===== src/rtl/update_knn_pkg.sv =====
// Shared types and defaults for the streaming top-K neighbour tracker.
package update_knn_pkg;

  localparam int K_DEFAULT       = 3;
  localparam int DIST_W_DEFAULT  = 32;
  localparam int LABEL_W_DEFAULT = 4;
  localparam int COUNT_W         = 4;

  typedef enum logic [0:0] {
    RUN  = 1'b0,
    EMIT = 1'b1
  } state_e;

  localparam logic [DIST_W_DEFAULT-1:0] DIST_EMPTY = {DIST_W_DEFAULT{1'b1}};

  function automatic logic [COUNT_W-1:0] sat_inc(input logic [COUNT_W-1:0] cnt,
                                                 input logic [COUNT_W-1:0] lim);
    logic [COUNT_W-1:0] res;
    if (cnt >= lim) begin
      res = lim;
    end else begin
      res = cnt + {{(COUNT_W-1){1'b0}}, 1'b1};
    end
    return res;
  endfunction

endpackage


===== src/rtl/update_knn_topk_slot.sv =====
// One entry of the sorted table: compare, then hold / shift-in / take-new.
module update_knn_topk_slot
  import update_knn_pkg::*;
#(
  parameter int                DIST_W  = DIST_W_DEFAULT,
  parameter int                LABEL_W = LABEL_W_DEFAULT,
  parameter logic [DIST_W-1:0] EMPTY   = {DIST_W{1'b1}}
) (
  input  logic               clk_i,
  input  logic               rst_n_i,
  input  logic               accept_i,
  input  logic               clear_i,
  input  logic               valid_i,
  input  logic               prev_le_i,
  input  logic [DIST_W-1:0]  in_dist_i,
  input  logic [LABEL_W-1:0] in_label_i,
  input  logic [DIST_W-1:0]  prev_dist_i,
  input  logic [LABEL_W-1:0] prev_label_i,
  output logic               le_o,
  output logic [DIST_W-1:0]  dist_o,
  output logic [LABEL_W-1:0] label_o
);

  logic [DIST_W-1:0]  dist_q, dist_d;
  logic [LABEL_W-1:0] label_q, label_d;
  logic               take_new_s, shift_s;

  // Valid slots form a sorted prefix, so le bits read 1..1 0..0 across the table.
  assign le_o       = valid_i && (dist_q <= in_dist_i);
  assign take_new_s = accept_i && !le_o && prev_le_i;
  assign shift_s    = accept_i && !le_o && !prev_le_i;

  always_comb begin
    dist_d  = dist_q;
    label_d = label_q;
    if (clear_i) begin
      dist_d  = EMPTY;
      label_d = {LABEL_W{1'b0}};
    end else if (take_new_s) begin
      dist_d  = in_dist_i;
      label_d = in_label_i;
    end else if (shift_s) begin
      dist_d  = prev_dist_i;
      label_d = prev_label_i;
    end else begin
      dist_d  = dist_q;
      label_d = label_q;
    end
  end

  always_ff @(posedge clk_i or negedge rst_n_i) begin
    if (!rst_n_i) begin
      dist_q  <= EMPTY;
      label_q <= {LABEL_W{1'b0}};
    end else begin
      dist_q  <= dist_d;
      label_q <= label_d;
    end
  end

  assign dist_o  = dist_q;
  assign label_o = label_q;

endmodule


===== src/rtl/update_knn_topk.sv =====
// Streaming top-K smallest-distance tracker: sorted insert per beat, result
// held on out_* until the voting stage accepts it.
module update_knn_topk
  import update_knn_pkg::*;
#(
  parameter int K       = K_DEFAULT,
  parameter int DIST_W  = DIST_W_DEFAULT,
  parameter int LABEL_W = LABEL_W_DEFAULT
) (
  input  logic                 ap_clk,
  input  logic                 ap_rst_n,
  input  logic                 in_valid,
  output logic                 in_ready,
  input  logic [DIST_W-1:0]    in_dist,
  input  logic [LABEL_W-1:0]   in_label,
  input  logic                 in_last,
  output logic                 out_valid,
  input  logic                 out_ready,
  output logic [K*DIST_W-1:0]  out_dist,
  output logic [K*LABEL_W-1:0] out_label,
  output logic [3:0]           out_count
);

  localparam logic [DIST_W-1:0]  EMPTY = {DIST_W{DIST_EMPTY[0]}};
  localparam logic [COUNT_W-1:0] K_CNT = COUNT_W'(K);

  state_e             state_q, state_d;
  logic [COUNT_W-1:0] count_q, count_d;
  logic               in_ready_q, in_ready_d;
  logic               out_valid_q, out_valid_d;
  logic               accept_s, clear_s;
  logic [K:0]         le_s;
  logic [DIST_W-1:0]  slot_dist_s  [K];
  logic [LABEL_W-1:0] slot_label_s [K];
  logic [DIST_W-1:0]  prev_dist_s  [K];
  logic [LABEL_W-1:0] prev_label_s [K];

  assign accept_s = in_valid && in_ready_q;
  assign clear_s  = out_valid_q && out_ready;
  assign le_s[0]  = 1'b1;

  for (genvar i = 0; i < K; i++) begin : g_slot
    if (i == 0) begin : g_head
      assign prev_dist_s[i]  = EMPTY;
      assign prev_label_s[i] = {LABEL_W{1'b0}};
    end else begin : g_body
      assign prev_dist_s[i]  = slot_dist_s[i-1];
      assign prev_label_s[i] = slot_label_s[i-1];
    end

    update_knn_topk_slot #(
      .DIST_W  (DIST_W),
      .LABEL_W (LABEL_W),
      .EMPTY   (EMPTY)
    ) u_slot (
      .clk_i        (ap_clk),
      .rst_n_i      (ap_rst_n),
      .accept_i     (accept_s),
      .clear_i      (clear_s),
      .valid_i      (COUNT_W'(i) < count_q),
      .prev_le_i    (le_s[i]),
      .in_dist_i    (in_dist),
      .in_label_i   (in_label),
      .prev_dist_i  (prev_dist_s[i]),
      .prev_label_i (prev_label_s[i]),
      .le_o         (le_s[i+1]),
      .dist_o       (slot_dist_s[i]),
      .label_o      (slot_label_s[i])
    );

    assign out_dist[i*DIST_W +: DIST_W]    = slot_dist_s[i];
    assign out_label[i*LABEL_W +: LABEL_W] = slot_label_s[i];
  end

  // A beat lands unless every slot already holds a distance <= it.
  always_comb begin
    if (clear_s) begin
      count_d = {COUNT_W{1'b0}};
    end else if (accept_s && !le_s[K]) begin
      count_d = sat_inc(count_q, K_CNT);
    end else begin
      count_d = count_q;
    end
  end

  always_comb begin
    state_d = state_q;
    case (state_q)
      RUN: begin
        if (accept_s && in_last) begin
          state_d = EMIT;
        end else begin
          state_d = RUN;
        end
      end
      EMIT: begin
        if (clear_s) begin
          state_d = RUN;
        end else begin
          state_d = EMIT;
        end
      end
      default: state_d = RUN;
    endcase
  end

  always_comb begin
    in_ready_d  = 1'b0;
    out_valid_d = 1'b0;
    case (state_d)
      RUN:     in_ready_d  = 1'b1;
      EMIT:    out_valid_d = 1'b1;
      default: begin
        in_ready_d  = 1'b0;
        out_valid_d = 1'b0;
      end
    endcase
  end

  always_ff @(posedge ap_clk or negedge ap_rst_n) begin
    if (!ap_rst_n) begin
      state_q     <= RUN;
      count_q     <= {COUNT_W{1'b0}};
      in_ready_q  <= 1'b0;
      out_valid_q <= 1'b0;
    end else begin
      state_q     <= state_d;
      count_q     <= count_d;
      in_ready_q  <= in_ready_d;
      out_valid_q <= out_valid_d;
    end
  end

  assign in_ready  = in_ready_q;
  assign out_valid = out_valid_q;
  assign out_count = count_q;

endmodule


===== config.mk =====
export PLATFORM = sky130hd
export DESIGN_NAME = update_knn_topk
export DESIGN_NICKNAME = d
export VERILOG_FILES = /design/src/rtl/update_knn_pkg.sv /design/src/rtl/update_knn_topk_slot.sv /design/src/rtl/update_knn_topk.sv
export SDC_FILE = /design/constraint.sdc
export NUM_CORES = 1
export LEC_CHECK = 0
export BUFFER_PORTS_ARGS = -buffer_cell sky130_fd_sc_hd__buf_2
export CORE_UTILIZATION = 55
export DETAILED_ROUTE_END_ITERATION = 8
export PLACE_DENSITY = 0.83
export SLEW_MARGIN = 10
export SYNTH_ARGS = -nofsm -noshare
export SYNTH_HDL_FRONTEND = slang
export SYNTH_SLANG_ARGS = --single-unit

===== constraint.sdc =====
create_clock -name ap_clk -period 4.1 [get_ports ap_clk]
set_input_delay 0.615 -clock ap_clk [delete_from_list [all_inputs] [get_ports ap_clk]]
set_output_delay 0.615 -clock ap_clk [all_outputs]
set_load 0.02 [all_outputs]

Word-level counts from Yosys, hierarchy flattened
Index checks and enable logic that the tools add are counted.
{ "totals": {"wordCells": 63, "regBits": 115, "inputBits": 41, "out_inout_bits": 114} }
{ "op_classes": {"n_reduce_logical": 20, "n_mux": 24, "bitwise": 1, "add_sub_neg": 1, "magnitude_cmp": 7} }
{ "op_table": {"columns": ["cell", "n"], "rows": [
  ["32-bit two-way mux", 8],
  ["32-bit <= comparator", 3],
  ["4-bit two-way mux", 11],
  ["1-bit logical AND", 13],
  ["1-bit by 4-bit < comparator with 1-bit output, first input constant", 2],
  ["3-bit nonzero test", 2],
  ["4-bit by 1-bit adder with 4-bit output, second input constant", 1],
  ["4-bit by 2-bit >= comparator with 1-bit output, second input constant", 1],
  ["2-bit by 4-bit < comparator with 1-bit output, first input constant", 1],
  ["1-bit two-way mux", 4],
  ["2-bit nonzero test", 2],
  ["1-bit logical NOT", 3],
  ["1-bit one-hot mux with 2 select lines", 1],
  ["1-bit inverter", 1]
]} }

Depth between registers and ports, before layout
Gate-level depths: netlist of run 1.
{ "depth": {"ltp_word": 8, "ltp_mapped": 11, "mapped_depth_nobuf": 9} }

Hierarchy
From an unflattened synthesis of run 1, not the netlist that was laid out.
{ "hier_totals": {"hier_cells": 987, "hier_area_um2": 9146.3} }
{ "by_module_without_submodules": {"columns": ["module", "seq_area_each_um2", "instances", "cells_each", "area_each_um2"], "rows": [
  ["update_knn_topk_slot", 940.9, 3, 318, 2940.3],
  ["update_knn_topk", 150.1, 1, 33, 325.3]
]} }

Worst setup path after synthesis of run 1
No wires, ideal clock.
{ "synth_timing": {"kind": "input to register", "from": "in in_dist[29]", "to": "reg g_slot[0].u_slot.label_q[0]", "t_required_ns": 3.960, "path_buffers": 1, "arrival_ns": 2.696, "setup_slack_ns": 1.264, "stages": 9, "setup_time_ns": 0.140, "path_cell_list": "inv_1 > ha_1 > nand4_1 > or4_1 > or3_1 > o211a_1 > buf_2 > o311ai_0 > o41ai_1"} }
{ "synth_between": {"elab_chain_cells": 5} }
{ "synth_lines": {"columns": ["item", "line", "rtl"], "rows": [
  ["start, declared", "update_knn_topk.sv:14", "input logic [DIST_W-1:0] in_dist,"],
  ["32-bit <= comparator", "update_knn_topk_slot.sv:29", "assign le_o = valid_i && (dist_q <= in_dist_i);"],
  ["1-bit logical AND", "update_knn_topk_slot.sv:29", null],
  ["1-bit logical NOT", "update_knn_topk_slot.sv:30", "assign take_new_s = accept_i && !le_o && prev_le_i;"],
  ["1-bit logical AND", "update_knn_topk_slot.sv:30", null],
  ["2-bit nonzero test (no source line)", null, null],
  ["end signal, assigned", "update_knn_topk_slot.sv:54", "label_q <= {LABEL_W{1'b0}};"],
  ["end signal, assigned", "update_knn_topk_slot.sv:57", "label_q <= label_d;"],
  ["end, declared", "update_knn_topk_slot.sv:25", "logic [LABEL_W-1:0] label_q, label_d;"]
]} }
Every way passes these cells.
A chain may end at the register's enable or synchronous reset.

Worst setup path in the final report of run 1
{ "layout_timing": {"from": "reg g_slot[0].u_slot.dist_q[14]", "to": "reg g_slot[1].u_slot.dist_q[21]"} }
{ "layout_between": {"elab_chain_cells": 5, "elab_cells_between_ends": 8, "cone_classes": "1 x order compare; 2 x mux; 5 x reduce/logical"} }
{ "layout_lines": {"columns": ["item", "line", "rtl"], "rows": [
  ["start, declared", "update_knn_topk_slot.sv:24", "logic [DIST_W-1:0] dist_q, dist_d;"],
  ["start signal, assigned", "update_knn_topk_slot.sv:56", "dist_q <= dist_d;"],
  ["32-bit <= comparator (*)", "update_knn_topk_slot.sv:29", null],
  ["1-bit logical AND (*)", "update_knn_topk_slot.sv:29", null],
  ["1-bit logical AND / 1-bit logical NOT (equally long branches)", "update_knn_topk_slot.sv:30, update_knn_topk_slot.sv:31", null],
  ["32-bit two-way mux / 1-bit logical AND (equally long branches)", "update_knn_topk_slot.sv:39, update_knn_topk_slot.sv:31", null],
  ["32-bit two-way mux / 3-bit nonzero test (equally long branches)", null, null],
  ["end signal, assigned", "update_knn_topk_slot.sv:56", null],
  ["end, declared", "update_knn_topk_slot.sv:24", null]
]} }
Mark *: on every way between the ends. The rest lies on a longest branch, timed or not.

==> results list, run 1 <==
- Detailed routing inserted a total of 8,022 vias.
- During I/O placement, the number of pins put on the boundary was around 160.
- Syn Std Cell Area: between 0.008 and 0.009 mm^2
- The first global-routing pass estimated 39,900 um of wire.
* Synthesized Nets: between 900 and 1,000
- Number of port buffers: 154
- Pre-CTS worst setup slack: around 0.58 ns
- Cell leakage power: 4.37 nW
- Power per cell area: 836 mW/mm^2
* Post-placement cell area: ~0.0091 mm^2
- Final layout net count: between 1,000 and 1,500
- DR pass1 iterations: 7
- The worst path in the final design needs a cycle of 3.35 ns, including I/O delays and setup.
* Worst slew margin: between 40 and 50%
- Clock Root Buffer: sky130_fd_sc_hd__clkbuf_16
- Quantity of gates resized following cts: 0
- Per report_power, the combinational group accounts for around half of the total.
- In the final routed layout, each cell accounts on average for approximately 22 um.
* Num CTS Buffers: 17
* HPWL Detailed: about 17,000 um
* Layout Area Growth over Synthesis: 19.9%
- Of the total power, the share spent switching nets is between 40% and 50%.
- Element type at the critical path end: flop
- Slack of the critical path: 0.750 ns
* Maxcap violations: 0
- Max VDD drop: approximately 0.47 mV
- Static timing analysis puts the maximum clock frequency at 0.298 GHz.
- The number of endpoints with negative hold slack in the final report came to 0.
- The worst setup path is launched from a flop.
- Max Root-Sink Buffers: 2
- Routability-driven placement finished with a final weighted congestion of roughly 0.91.
- Part of the total power dissipated in sequential elements: slightly above 30%
- Vertical extent of the die: around 120 um
- Crit path arrival time: roughly 3.7 ns
- Layout Skew: 0.0105 ns
- Setup repair after global routing left no endpoint under its margin.
* Largest net degree at the start of global routing: 66
* Result of the run: completed
* Initial antenna violation count: 1
- After detailed routing, the number of remaining DRC violations is 0.
- Via count of the first global-routing pass: between 7,000 and 8,000
- Net switching power: 0.00362 W
- Number of rows created at floorplan: 44
* Die span in x: 124 um
- The worst setup path is of the reg2reg kind.
* Number of buffers inserted by post-CTS setup repair: 0
* Global-route total usage across every layer: 34.3%
* Total clock sinks: approximately 110
* Fraction of layout instances using a drive strength above 1: a little over a third
- Number of synthesized register bits: 114
- Yosys printed 0 warnings.
* Cell internal pwr: between 0.004 and 0.005 W
- Leading cell types in the layout, fill and taps excluded: sky130_fd_sc_hd__buf_2, sky130_fd_sc_hd__ha_1, sky130_fd_sc_hd__dfstp_2, sky130_fd_sc_hd__inv_1, sky130_fd_sc_hd__nor2_1
* Clock network latency to the later pin of the worst-skew pair: ~0.43 ns
- Wires add up to between 20,000 and 30,000 um.
- The synthesized design contains 0 enable-type register cells.
- TritonCTS built the clock tree.
- Setup total negative slack on the finished layout was measured at 0 ns.
* Path class of the lowest-slack min-delay path: in2async
* Antenna Violating Nets Remaining: 0
- The number of slew-limit violations in the final report came to 0.
- Buffers inserted to repair hold after CTS numbered 0.
- The share of total power dissipated in the clock network is about a fifth.
- Core ar.: about 0.015 mm^2
- In the routed layout, each cell is associated on average with a via count of 6.77.
- The initial utilization of the core area, before any placement, comes to 56.3%.
- Dividing the synthesized area by the synthesized cell count gives 9.57 um^2.
- Setup violations remaining at the end of the flow were counted as 0.
- Cell area after layout: 0.00981 mm^2
- Sequential cell area fraction in the yosys report: roughly 36%
- In the synthesized netlist the dominant register cell turns out to be sky130_fd_sc_hd__dfstp_2.
- Area of the die: 0.0154 mm^2
- For the worst setup path, the data required time is roughly 4.4 ns.
- Of all nets on the critical path, the largest fanout is 15.
- Clock-pin slew was measured on the worst setup and hold paths at about 0.060 ns.
* Share of synthesized registers carrying an async set or reset: between 90% and 100%
- Crit share post-route: 81.7%
* H-tree lvl count: 4
- Grt ovf: 0
* Number of DRC violations after detailed-routing iteration 0: 759
* Slew at the pin with the worst max-slew slack: ~0.84 ns
- The netlist uses 47 different library cells.
- Leaving out fill and tap cells, the most frequent cell in the layout is sky130_fd_sc_hd__buf_2.
- Synthesis handed over a netlist of about 860 instances.
routing by layer:
metal / up-vias / share of wire [%] / global-route usage, %
li1: 3497 / - / -
met1: 3869 / 39 / 44.1
met2: 537 / 47 / 54.2
met3: 119 / 9.6 / 7.69
met4: 0 / 4.6 / 17.4
met5: - / 0 / 0
worst paths after layout:
check	startpoint	to	slack, ns	depth (start not counted)
setup / recovery	g_slot[0].u_slot.dist_o[14]	g_slot[1].u_slot.dist_o[21]	0.75	8
hold / removal	ap_rst_n	in_ready	0.30	1
setup reg to reg	g_slot[0].u_slot.dist_o[14]	g_slot[1].u_slot.dist_o[21]	0.75	8
hold reg to reg	g_slot[1].u_slot.dist_o[8]	g_slot[1].u_slot.dist_o[8]	0.50	2
max in group asynchronous	ap_rst_n	g_slot[1].u_slot.dist_o[25]	2.87	2
min in group ap_clk	out_ready	in_ready	0.47	2
power by group through the flow:
stage                     Clock, W  Sequential [W]  Combinational [W]
final                      0.00173         0.00249            0.00398
after global routing       0.00179         0.00253            0.00435
after CTS                  0.00173         0.00246            0.00394
after detailed placement         0         0.00246            0.00390
after global placement           0         0.00246            0.00378
after floorplan                  0         0.00291            0.00214
state kept, by name (all words and copies together) (netlist names):
signal,flops
g_slot.u_slot.dist_o,96
out_valid,1
out_count,4
g_slot.u_slot.label_o,12
in_ready,1
cell usage after synthesis, drive strengths merged (5+ instances only):
| cell | number | area share, % |
|---|---|---|
| ha | 99 | 15 |
| dfstp | 96 | 31 |
| inv | 81 | 3.7 |
| nor2 | 75 | 3.5 |
| a21oi | 47 | 2.9 |
| clkbuf | 47 | 2.2 |
| o21ai | 43 | 2.6 |
| a211oi | 37 | 3.4 |
| nor4 | 37 | 2.9 |
| a221oi | 34 | 5.9 |
| a31oi | 34 | 2.6 |
| a22oi | 33 | 3.0 |
| mux2i | 32 | 3.9 |
| nand2 | 27 | 1.2 |
| nand4 | 22 | 1.8 |
| buf | 18 | 1.5 |
| dfrtp | 18 | 5.5 |
| o21a | 9 | 0.83 |
| a21o | 7 | 0.64 |
| nor3 | 6 | 0.37 |
| nor4b | 6 | 0.64 |
| o211ai | 6 | 0.61 |
| a221o | 5 | 0.61 |
area by class of cell:
class	instances	area, um^2
antenna	1	2.50
clock buffer	22	474
fill	1126	4720
sequential	114	2970
tap	184	230
timing repair buffer	178	978
inverter	81	304
multi-input combinational	595	4650
clock inverter	10	203
logic make-up after synthesis:
family / after synthesis / share of synthesized area [%]
DFF: 114 / 36.3
AOI/OAI and AO/OA: 270 / 25.0
adders and majority gates: 99 / 15.1
muxes: 36 / 4.46
and+or+nand+nor: 190 / 11.7
buffers and inverters: 146 / 7.40
worst max-delay path: stages, from the launching register on:
cell and delay [ns]:
sky130_fd_sc_hd__dfstp_2 0.57, sky130_fd_sc_hd__ha_1 0.19, sky130_fd_sc_hd__nand4_1 0.16, sky130_fd_sc_hd__nor4_1 0.70, sky130_fd_sc_hd__and2_1 0.26, sky130_fd_sc_hd__and2_1 0.60, sky130_fd_sc_hd__nor2_4 0.25, sky130_fd_sc_hd__buf_4 0.27
sky130_fd_sc_hd__a221oi_2 0.25
stage by stage:
step | instances | utilization, % | hold slack (ns) | total power, W
floorplan | 855 | - | 0.319 | 0.00505
global placement | 1152 | 62.8 | 0.489 | 0.00624
detailed placement | 1152 | 62.8 | 0.492 | 0.00636
CTS | 1184 | 67.5 | 0.314 | 0.00814
global route | 1185 | 67.5 | 0.352 | 0.00866
finish | 1185 | 67.5 | 0.296 | 0.00820
No activity file was read; power rests on OpenSTA's default activity.
==> inputs of run 2 (changes only) <==
Clock period 4.1 ns to 3.49 ns, I/O delays scaled along.
==> run 2 against run 1 <==
Die area unchanged. Sequential share of layout area decreased by 0.077 points. Core utilization rose by 0.17 points. Critical path depth stayed put. Non-clock buffer count up 8. Cell area rose by 0.25%. Clock power about the same. Total power increased by 14%. Highest routed layer unchanged.
==> results list, run 2 (synthesized netlist as in run 1, its figures left out) <==
- The H-tree was split into 4 levels.
* Via count of the first global-routing pass: 7,515
- Final Wtd Congestion: approximately 0.94
- Global-route wire length before repair: ~39,000 um
* Max VDD drop: roughly 0.62 mV
- For this design the static power due to leakage is between 4 and 5 nW.
* Die span in x: between 100 and 150 um
- Leaving out fill and tap cells, the most frequent cells in the layout are sky130_fd_sc_hd__buf_2, sky130_fd_sc_hd__ha_1, sky130_fd_sc_hd__dfstp_2, sky130_fd_sc_hd__inv_1, sky130_fd_sc_hd__nor2_1.
- TritonCTS built the clock tree.
- By startpoint and endpoint, the worst setup path is classified as reg2reg.
* Final layout net count: around 1,100
- STA classifies the critical path endpoint as a flop.
- After detailed routing, the average wire length per cell comes to around 21 um.
* Unrepaired setup endpoints after global routing: false
- Count of final setup violators: 0
- Multi-input gate area in the final layout: between 0.004 and 0.005 mm^2
- Crit path arrival time: approximately 3.4 ns
- After detailed routing, the number of remaining DRC violations is 0.
- For the pin with the worst max-slew slack, the measured transition is 0.770 ns.
- Number of rows created at floorplan: 44
* Number of buffers inserted by post-CTS setup repair: 0
* Grt ovf: 0
* Min Tclk post-route: 3.04 ns
* Number of port buffers: roughly 150
* Initial antenna violation count: 0
- Vias/cell: roughly 6.6
- The clock arrives with around 0.013 ns of skew.
- TritonCTS created 17 clock buffers.
- For this design, the slowest cell found on the critical path is sky130_fd_sc_hd__or4_1.
- Entering global routing, the biggest net connects 59 pins.
* Clock network latency to the later pin of the worst-skew pair: 0.44 ns
* Antenna fix cells: 0
- The number of endpoints with negative hold slack in the final report came to 0.
- Fmax achieved: ~0.33 GHz
- Internal reg-to-reg setup slack: around 0.45 ns
* Number of flip-flops under the largest register name: between 90 and 100
* Layout Area Growth over Synthesis: 20.2%
- Summing all flip-flop and latch instances after layout gives 0.00297 mm^2.
- The flow ran to the end, and the final reports show no timing, DRC or antenna violations.
- Number of DRC violations after detailed-routing iteration 0: 720
- Of all nets on the critical path, the largest fanout is 12.
- Final total negative setup slack: 0 ns
* Kind of cell adding the most delay to the critical path: simple AND/OR/NAND/NOR gates
- The die is ~120 um tall.
- Quantity of gates resized following cts: 0
* Total clock sinks: between 100 and 150
- Hold repair after CTS inserted 0 buffers.
- Fraction of layout instances using a drive strength above 1: between 30% and 40%
- Antenna Violating Nets Remaining: 0
* Starting density of the core: between 50% and 60%
* Cell area after layout: 0.00984 mm^2
* Clock Root Buffer: sky130_fd_sc_hd__clkbuf_16
- In this run the tightest slew margin relative to its limit is about half.
- The library cell used most frequently in the layout, excluding fill and tap cells, is sky130_fd_sc_hd__buf_2.
- Power per cell area: about 950 mW/mm^2
- Delay of the slowest critical-path stage: approximately 0.64 ns
- Max Root-Sink Buffers: 2
- The number of buffers and inverters on the critical path is 1.
- Crit start category: flop
* Worst-path clk slew: around 0.050 ns
- The path class of the tightest hold or removal check is in2reg.
* Via count: a little under 8,000
- Core ar.: ~0.015 mm^2
- Required @ worst endpoint: approximately 3.8 ns
- The die covers around 0.015 mm^2.
- In this run the count of I/O pins placed on the die edge is 155.
- Crit share post-route: 87.2%
* Fin util: ~68%
- Post-placement cell area: about 0.0093 mm^2
- Fillers: around 1,100
- The tool flagged a number of max-cap violations equal to 0.
- Final wirelength: between 20,000 and 25,000 um
- In the global route stage, overall resource usage came out at about a third.
- Worst-path cell chain: ha_1, nand4_1, or4_1, or3_1, o211a_1, buf_4, nor4_1, o21ai_0
* DR pass1 iterations: 6
- After legalization and detailed placement, the total HPWL measured between 15,000 and 20,000 um.
* Fin. max-slew vios: 0
-- run 2: layout make-up --
type | instances | area share, %
clock inverter | 5 | 0.509
timing repair buffer | 186 | 11.3
sequential | 114 | 30.2
tap | 184 | 2.34
inverter | 81 | 3.09
multi-input combinational | 595 | 47.2
clock buffer | 26 | 5.28
-- run 2: report_power, final --
part / switching (W) / total (W) / internal, W
clock network: 0.000624 / 0.00171 / 0.00108
registers: 0.000649 / 0.00290 / 0.00225
logic: 0.00293 / 0.00475 / 0.00181
-- run 2: metrics by stage --
stage	hold WS (ns)	setup WS, ns	power (W)	cells
3_3_place_gp	0.485	0.259	0.00739	1160
5_1_grt	0.382	0.251	0.00992	1191
4_1_cts	0.369	0.499	0.00928	1191
2_1_floorplan	0.228	0.746	0.00593	855
6_report	0.375	0.445	0.00935	1191
3_5_place_dp	0.491	0.216	0.00754	1160
-- run 2: worst paths after layout --
| path | from | to | depth (start not counted) |
|---|---|---|---|
| setup / recovery | g_slot[0].u_slot.dist_o[27] | g_slot[0].u_slot.dist_o[2] | 8 |
| hold reg to reg | g_slot[1].u_slot.dist_o[22] | g_slot[1].u_slot.dist_o[22] | 2 |
| min in group asynchronous | ap_rst_n | g_slot[2].u_slot.dist_o[5] | 1 |
| setup reg to reg | g_slot[0].u_slot.dist_o[27] | g_slot[0].u_slot.dist_o[2] | 8 |
| max in group asynchronous | ap_rst_n | g_slot[0].u_slot.dist_o[27] | 2 |
| hold / removal | out_ready | in_ready | 2 |
-- run 2: layer usage --
| layer | global-route usage [%] | up-vias | share of wire (%) |
|---|---|---|---|
| met5 | 0 | - | 0 |
| met4 | 16.8 | 0 | 3.3 |
| met3 | 6.18 | 70 | 7.8 |
| met2 | 52.4 | 457 | 47 |
| met1 | 43.7 | 3791 | 41 |
| li1 | - | 3527 | - |
==> inputs of run 3 (changes only) <==
Settings changed: RECOVER_POWER set to 25.
==> run 3 against run 2 <==
Combinational power about the same. Largest cell class unchanged. Cell area about the same. Worst setup slack gained 0.011 ns. The run now ends with capacitance limit, slew limit left. Clock-buffer cell count unchanged. First-iteration DRC count stayed put. Core utilization hardly changed. Highest routed layer unchanged. Critical path type unchanged. Via count up 0.13%. Sequential share of layout area about the same. Global-route usage unchanged.
==> results list, run 3 (synthesized netlist as in run 1, its figures left out) <==
- The run finished, with violations left.
- The final reports fail on capacitance limit, slew limit.
* Power per cell area: ~950 mW/mm^2
* Global-route wire length before repair: about 39,000 um
* Max VDD drop: ~0.62 mV
* Grt ovf: 0
* Setup Crit Path Kind: reg2reg
- Summing all placed instances gives a cell area of around 0.0093 mm^2.
- Number of DRC violations after detailed-routing iteration 0: 720
- The die covers ~0.015 mm^2.
- Via count of the first global-routing pass: approximately 7,500
- After clock tree synthesis, the clock-pin slew on the worst setup and hold paths is 0.05 ns.
* Core ar.: roughly 0.015 mm^2
* Global-route total usage across every layer: 33.2%
- Design Power: 0.00935 W
* Internal reg-to-reg setup slack: between 0.4 and 0.5 ns
- The clock reaches the later pin of the worst-skew pair after approximately 0.44 ns.
- Crit start category: flop
- CTS placed an instance of sky130_fd_sc_hd__clkbuf_16 at the clock tree root.
- Cell area after layout: 0.00983 mm^2
* Post-detailed-route wirelength per cell: approximately 21 um
- Dividing the final minimum period by the clock period gives between 80 and 90%.
- The number of endpoints with negative hold slack in the final report was 0.
- For this run, design rule violations remaining after detail routing come to 0.
* Element type at the critical path end: flop
* Number of port buffers: ~150
* Final layout net count: roughly 1,100
- Setup total negative slack on the finished layout was measured at 0 ns.
- Max-cap violations in this run came to 1.
- After filler insertion, the fill cell instance count of the layout stands at 1,080.
- Path class of the lowest-slack min-delay path: in2reg
- Number of flip-flops under the largest register name: 96
- Num CTS Buffers: 17
* Fin. max-slew vios: 57
- Min Tclk post-route: slightly above 3 ns
- Leading cell types in the layout, fill and taps excluded: sky130_fd_sc_hd__buf_2, sky130_fd_sc_hd__ha_1, sky130_fd_sc_hd__dfstp_2, sky130_fd_sc_hd__inv_1, sky130_fd_sc_hd__nor2_1
* Starting density of the core: 56.3%
- After floorplanning, the core was divided into 44 placement rows.
- In this run the worst path has a maximum fanout of 12.
- Final wirelength: 24,800 um
* Number of buffers inserted by post-CTS setup repair: 0
- Layout Area Growth over Synthesis: 20.1%
- Data on the critical path is required at its endpoint by ~3.8 ns.
- The worst pin sits at a relative slew slack of -113%.
- In this run the horizontal extent of the chip is 124 um.
- Data on the critical path arrives at its endpoint at around 3.4 ns.
- Layout Skew: roughly 0.013 ns
* Count of final setup violators: 0
- Initial antenna violation count: 0
* Hold Buf Count CTS: 0
- Fmax achieved: approximately 0.33 GHz
* DR pass1 iterations: 8
- Total clock sinks: 114
* Vertical extent of the die: roughly 120 um
* Final Wtd Congestion: about 0.94
- The longest clock path from root to sink contains 2 buffers.
- Entering global routing, the biggest net connects 59 pins.
- 155 I/O pins were placed.
- Most common cell after layout, fill and taps aside: sky130_fd_sc_hd__buf_2
* Quantity of gates resized following cts: 0
* Vias/cell: between 6 and 7
- At the pin with the least slew margin, the transition time is 3.20 ns.
* Antenna fix cells: 0
* Unrepaired setup endpoints after global routing: false
- TritonCTS clock tree: done
* H-tree lvl count: 4
- HPWL Detailed: between 15,000 and 20,000 um
- Via count: between 7,000 and 8,000
* Cell leakage power: 4.40 nW
- The detail route stage leaves a number of antenna-violating nets equal to 0.
- In the final layout, the share of cells above drive strength 1 is between 30% and 40%.
==> run 3: cell count changes in the layout (fill, tap and decap cells not counted), sizes merged <==
cell,previous run,this run
clkbuf,26,27
buf,186,185
==> run 3: worst paths after layout <==
kind | startpoint | endpoint | cells past startpoint
max in group asynchronous | ap_rst_n | g_slot[0].u_slot.dist_o[27] | 2
worst max-delay path | g_slot[0].u_slot.dist_o[29] | g_slot[0].u_slot.dist_o[2] | 8
worst min-delay path | out_ready | in_ready | 2
worst min register to register | g_slot[1].u_slot.dist_o[22] | g_slot[1].u_slot.dist_o[22] | 2
min in group asynchronous | ap_rst_n | g_slot[2].u_slot.dist_o[5] | 1
worst max register to register | g_slot[0].u_slot.dist_o[29] | g_slot[0].u_slot.dist_o[2] | 8
==> run 3: critical path, stage by stage (launching register included) <==
cell and delay, ns:
sky130_fd_sc_hd__dfstp_2 0.58, sky130_fd_sc_hd__ha_1 0.16, sky130_fd_sc_hd__nand4_1 0.16, sky130_fd_sc_hd__or4_1 0.64, sky130_fd_sc_hd__or3_1 0.40, sky130_fd_sc_hd__o211a_1 0.31, sky130_fd_sc_hd__buf_4 0.27, sky130_fd_sc_hd__nor4_1 0.29
sky130_fd_sc_hd__o21ai_0 0.14
==> run 3: stage by stage <==
stage | hold WS [ns] | instances | setup slack [ns] | utilization, %
after floorplan | 0.228 | 855 | 0.746 | -
after global placement | 0.485 | 1160 | 0.259 | 63.8
after detailed placement | 0.491 | 1160 | 0.216 | 63.8
after CTS | 0.369 | 1191 | 0.499 | 67.7
after global routing | 0.382 | 1191 | 0.251 | 67.7
final | 0.376 | 1191 | 0.457 | 67.7
==> run 3: cell type report <==
type | count | area (um^2) | share of cell area (%)
multi-input cells | 595 | 4650 | 47.3
flip-flops and latches | 114 | 2970 | 30.2
repair buffers | 186 | 1110 | 11.3
clock buffers | 26 | 519 | 5.28
inverters | 81 | 304 | 3.09
well taps | 184 | 230 | 2.34
clock inverters | 5 | 50.0 | 0.509
==> run 3: routing by layer <==
| metal | up-vias | global-route usage, % | part of all wire (%) |
|---|---|---|---|
| met5 | - | 0 | 0 |
| met4 | 0 | 16.8 | 3.4 |
| met3 | 80 | 6.18 | 8.1 |
| met2 | 465 | 52.4 | 47 |
| met1 | 3782 | 43.7 | 41 |
| li1 | 3528 | - | - |
==> run 3: power breakdown <==
group          leakage [nW]  switching (W)  internal [W]
combinational          2.87        0.00293       0.00181
clock                 0.286       0.000623       0.00108
sequential             1.24       0.000649       0.00225
